===== config.mk =====
export PLATFORM = sky130hd
export DESIGN_NAME = neuron_feeder
export DESIGN_NICKNAME = d
export VERILOG_FILES = /design/src/rtl/neuron_feeder.sv
export SDC_FILE = /design/constraint.sdc
export NUM_CORES = 1
export LEC_CHECK = 0
export ABC_AREA = 1
export BUFFER_PORTS_ARGS = -buffer_cell sky130_fd_sc_hd__buf_2
export CAP_MARGIN = 15
export CELL_PAD_IN_SITES_DETAIL_PLACEMENT = 0
export CELL_PAD_IN_SITES_GLOBAL_PLACEMENT = 1
export CORE_MARGIN = 4
export CORE_UTILIZATION = 33
export DETAILED_ROUTE_END_ITERATION = 8
export HOLD_SLACK_MARGIN = 0.06
export PLACE_DENSITY = 0.85
export SYNTH_ARGS = -nofsm -noshare
export SYNTH_HDL_FRONTEND = slang
export SYNTH_SLANG_ARGS = --single-unit

===== constraint.sdc =====
create_clock -name clock -period 1.6 [get_ports clock]
set_clock_uncertainty 0.2 [all_clocks]
set_input_delay 0.24 -clock clock [delete_from_list [all_inputs] [get_ports clock]]
set_output_delay 0.24 -clock clock [all_outputs]
set_load 0.03 [all_outputs]

===== src/rtl/neuron_feeder.sv =====
// Streams pixels and weights from memory into a neuron calculator, then requests and latches its decision.
// Optional abort input is enabled by defining NEURON_FEEDER_ABORT_EN.
module neuron_feeder #(
   parameter int DATA_WIDTH       = 24,
   parameter int Addr_Depth       = 12,
   parameter int Weight_Percision = 5,
   parameter int NUM_PIXELS       = 4096
) (
   input  logic                          clock,
   input  logic                          reset,
   input  logic                          start,
`ifdef NEURON_FEEDER_ABORT_EN
   input  logic                          abort,
`endif
   output logic [Addr_Depth-1:0]         mem_addr,
   output logic                          mem_rd,
   input  logic [DATA_WIDTH-1:0]         img_data,
   input  logic [3*Weight_Percision-1:0] wgt_data,
   output logic [DATA_WIDTH-1:0]         x,
   output logic [3*Weight_Percision-1:0] w,
   output logic                          enable,
   output logic                          get_result,
   input  logic                          neuron_result,
   output logic                          busy,
   output logic                          done,
   output logic                          is_cat
);

   typedef enum logic [2:0] {IDLE, STREAM, DRAIN, RESULT, CAPTURE} state_t;

   // One extra counter bit lets NUM_PIXELS == 2**Addr_Depth reach its last address cleanly.
   localparam int            CW        = Addr_Depth + 1;
   localparam logic [CW-1:0] LastAddr  = CW'(NUM_PIXELS - 1);
   localparam logic [CW-1:0] DrainLast = CW'(2);
   localparam logic [CW-1:0] CountOne  = CW'(1);

   state_t                        r_state;
   state_t                        w_next;
   logic [CW-1:0]                 r_count;
   logic [CW-1:0]                 w_countNext;
   logic                          r_enable;
   logic [DATA_WIDTH-1:0]         r_x;
   logic [3*Weight_Percision-1:0] r_w;
   logic                          r_isCat;
   logic                          w_abort;

`ifdef NEURON_FEEDER_ABORT_EN
   assign w_abort = abort && (r_state != IDLE);
`else
   assign w_abort = 1'b0;
`endif

   always_comb begin
      w_next      = r_state;
      w_countNext = r_count;
      unique case (r_state)
         IDLE: begin
            if (start) begin
               w_next      = STREAM;
               w_countNext = '0;
            end
         end
         STREAM: begin
            if (r_count == LastAddr) begin
               w_next      = DRAIN;
               w_countNext = '0;
            end else begin
               w_countNext = r_count + CountOne;
            end
         end
         DRAIN: begin
            if (r_count == DrainLast) begin
               w_next      = RESULT;
               w_countNext = '0;
            end else begin
               w_countNext = r_count + CountOne;
            end
         end
         RESULT:  w_next = CAPTURE;
         CAPTURE: w_next = IDLE;
         default: w_next = IDLE;
      endcase
      if (w_abort) begin
         w_next      = IDLE;
         w_countNext = '0;
      end
   end

   // enable trails mem_rd by one cycle, matching the memory read latency.
   always_ff @(posedge clock or negedge reset) begin
      if (!reset) begin
         r_state  <= IDLE;
         r_count  <= '0;
         r_enable <= 1'b0;
         r_x      <= '0;
         r_w      <= '0;
         r_isCat  <= 1'b0;
      end else begin
         r_state  <= w_next;
         r_count  <= w_countNext;
         r_enable <= mem_rd && !w_abort;
         if (r_enable) begin
            r_x <= img_data;
            r_w <= wgt_data;
         end
         if (r_state == CAPTURE && !w_abort) begin
            r_isCat <= neuron_result;
         end
      end
   end

   assign mem_rd     = (r_state == STREAM);
   assign mem_addr   = mem_rd ? r_count[Addr_Depth-1:0] : '0;
   assign get_result = (r_state == RESULT);
   assign done       = (r_state == CAPTURE) && !w_abort;
   assign busy       = (r_state != IDLE);
   assign enable     = r_enable;
   assign x          = r_x;
   assign w          = r_w;
   assign is_cat     = r_isCat;

endmodule

==> run metrics <==
Worst Tran Pin Value=0.372 ns; nature of the critical path endpoint=output pin; RSZ-0062 raised after global routing=yes; clk slew on worst S/H paths=0.07 ns; starting density of the core=0.342; most instantiated library cell after synthesis=dfrtp_1; Clock Sinks=57; CP Data Required Time=1.16 ns; Critical-path top delay cell=dfrtp_2; Hold WC Path Type=in2reg; Cell Chain, Critical Path=inv_2, nand3_4, buf_8, nor2_4, buf_6; vias=2,549; DRC viols=0; VDD IR-drop max=1.03 mV; setup ws final=-0.187 ns; Die ar.=9600 um^2; drt wl/cell=15.1 um; failing checks=setup timing; leakage=2.15 nW; Place WS=-0.00693 ns; area delta synth->final=69.5%; post-synth top area share=0.534; status=finished with violations; Yosys warning count=0; GRT Resource Usage Total=0.175; post-synthesis sequential area ratio=0.534; synth cell count leaders=57 x dfrtp_1, 45 x nand2_1, 39 x mux2_2; R2R depth=7; I/O pin cnt=100; total grt overflow=0; Post-DRT Antenna Nets=0; Via density=4.68; initial antenna violation count=0; delay-heaviest family, CP=flip-flops; H-tree depth=3; root buf cell=clkbuf_8; post-synth cell types=25; Syn Std Cell Area=2670 um^2; pwr/cell area=2110 nW/um^2; Critical Path Fanout Max=6; hold-critical path depth=4; Worst-Skew Late Latency=0.33 ns; row count=32; Final Instance Area=4530 um^2; Iter 0 DRT Violations=74; Post-Syn Instances=258; number of synthesized flops with an enable pin=0; CTS tree=done; Core Area=7810 um^2; cell count along the critical path=5; placed instance area=3500 um^2; vias in the first global route=2,682; WP buf/inv=3; period utilization=1.12; Final Core Density=0.580; post-detail-place hpwl=5.27 mm; first-pass GRT wire length=13.4 mm; Avg Inst Size Synth=10.4 um^2; top cells by area, synth=dfrtp_1 53%, mux2_2 16%, nand2_1 6.3%; critical path class=reg2out; Post-Route WL=8.23 mm; startpoint types=register; Crit path arrival time=1.35 ns; Num CTS Buffers=9; Worst slew margin=0.750; Fin. Hold Viols=0; Slew Limit Fails=0; Worst path max stage delay=0.43 ns; Seq cells post-synth=57; clock buffer depth=2; ant diodes=0; max frequency=559 MHz; Synth area leader=dfrtp_1; Max Cap Viol=0; largest net degree at the start of global routing=30; layout cells sized above 1=0.530; Async SR Flop Fraction=1.00; drt pass-1 iters=4; ys flop type=dfrtp_1; Synthesized Nets=303; final setup fails=30; final net count=484; chip width=98.0 um; port bufs=99; gp weighted congestion=0.841; Die Height=98.0 um; min Tclk post-route=1.79 ns
-- final timing paths --
kind	start	end	slack, ns
worst max-delay path	r_state[2]	mem_addr[0]	-0.19
worst min-delay path	start	r_state[1]	0.10
worst max register to register	r_state[2]	r_count[10]	-0.10
worst min register to register	is_cat	is_cat	0.29
max in group asynchronous	reset	w[13]	0.59
min in group asynchronous	reset	x[7]	0.14
-- cells in the final DEF, fill, tap and decap left out --
master and count:
xor2_1 3, buf_8 1, inv_2 5, nor3_1 2, o21ai_0 2, nand3_1 17, inv_1 18, o211ai_1 3
dlygate4sd3_1 41, buf_6 19, nand3_4 1, buf_2 83, dfrtp_2 3, buf_4 26, clkinv_4 1, o21ai_2 5
nand4_1 8, dfrtp_1 54, inv_4 1, or2_4 1, clkbuf_8 12, clkbuf_1 1, nor2_1 14, buf_12 6
o21ai_4 1, nor2_4 15, nor3_4 1, o21ai_1 2, ha_1 1, bufinv_16 2, nand3_2 3, nand2_2 5
nand2_4 4, mux2_2 39, nand2_1 42, ha_2 1
-- final cells by class --
cell class	instances	area, um^2
fillers	647	3280
flip-flops and latches	57	1430
repair buffers	176	1370
multi-input cells	170	1270
clock buffers	13	169
well taps	102	128
inverters	25	101
clock inverters	2	60.1
-- metal layers --
layer  up-vias  part of all wire  global-route usage
li1       1221                 -                   -
met1      1197              0.43               0.224
met2       117              0.47               0.279
met3        14             0.074              0.0436
met4         0             0.021              0.0767
met5         -                 0                   0
-- worst register-to-register path, stage by stage (launching register included) --
cell,delay [ns]
dfrtp_2,0.43
buf_4,0.15
nor2_4,0.11
nand2_2,0.07
or2_4,0.25
o21ai_4,0.11
clkinv_4,0.15
o21ai_2,0.14
-- per-stage QoR --
| step | total power, mW | cells | TNS (ns) | hold slack, ns |
|---|---|---|---|---|
| 3_5_place_dp | 7.05 | 476 | -0.00693 | -0.0479 |
| 4_1_cts | 9.18 | 539 | -2.70 | 0.0921 |
| 6_report | 9.56 | 545 | -3.32 | 0.105 |
| 2_1_floorplan | 5.51 | 258 | -0.790 | -0.256 |
| 5_1_grt | 10.1 | 545 | -4.94 | 0.126 |
| 3_3_place_gp | 6.96 | 476 | 0 | -0.0490 |
-- power breakdown --
part,internal (mW),leakage (nW),switching (mW)
clock,0.998,0.116,0.557
sequential,2.14,0.693,0.453
combinational,2.22,1.35,3.19
-- flip-flops by register name, indices dropped and copies added (netlist names) --
| signal | count |
|---|---|
| is_cat | 1 |
| x | 24 |
| w | 15 |
| r_state | 3 |
| enable | 1 |
| r_count | 13 |
-- what timing repair did --
item	in CTS	in global routing
cloned	0	0
setup buffers	7	6
pin swaps	3	7
gates resized for setup	59	22
endpoints found under the hold margin	97	0
hold buffers	41	0
setup endpoints to repair	21	31
-- logic make-up after synthesis --
| logic type | Yosys count | share of synthesized area |
|---|---|---|
| and+or+nand+nor | 113 | 0.202 |
| buffers and inverters | 31 | 0.0478 |
| adders and majority gates | 2 | 0.00937 |
| xor gates and xnor gates | 3 | 0.00984 |
| AOI/OAI and AO/OA | 13 | 0.0328 |
| DFF | 57 | 0.534 |
| muxes | 39 | 0.164 |
Note: power is estimated with default switching activity, not from simulation.
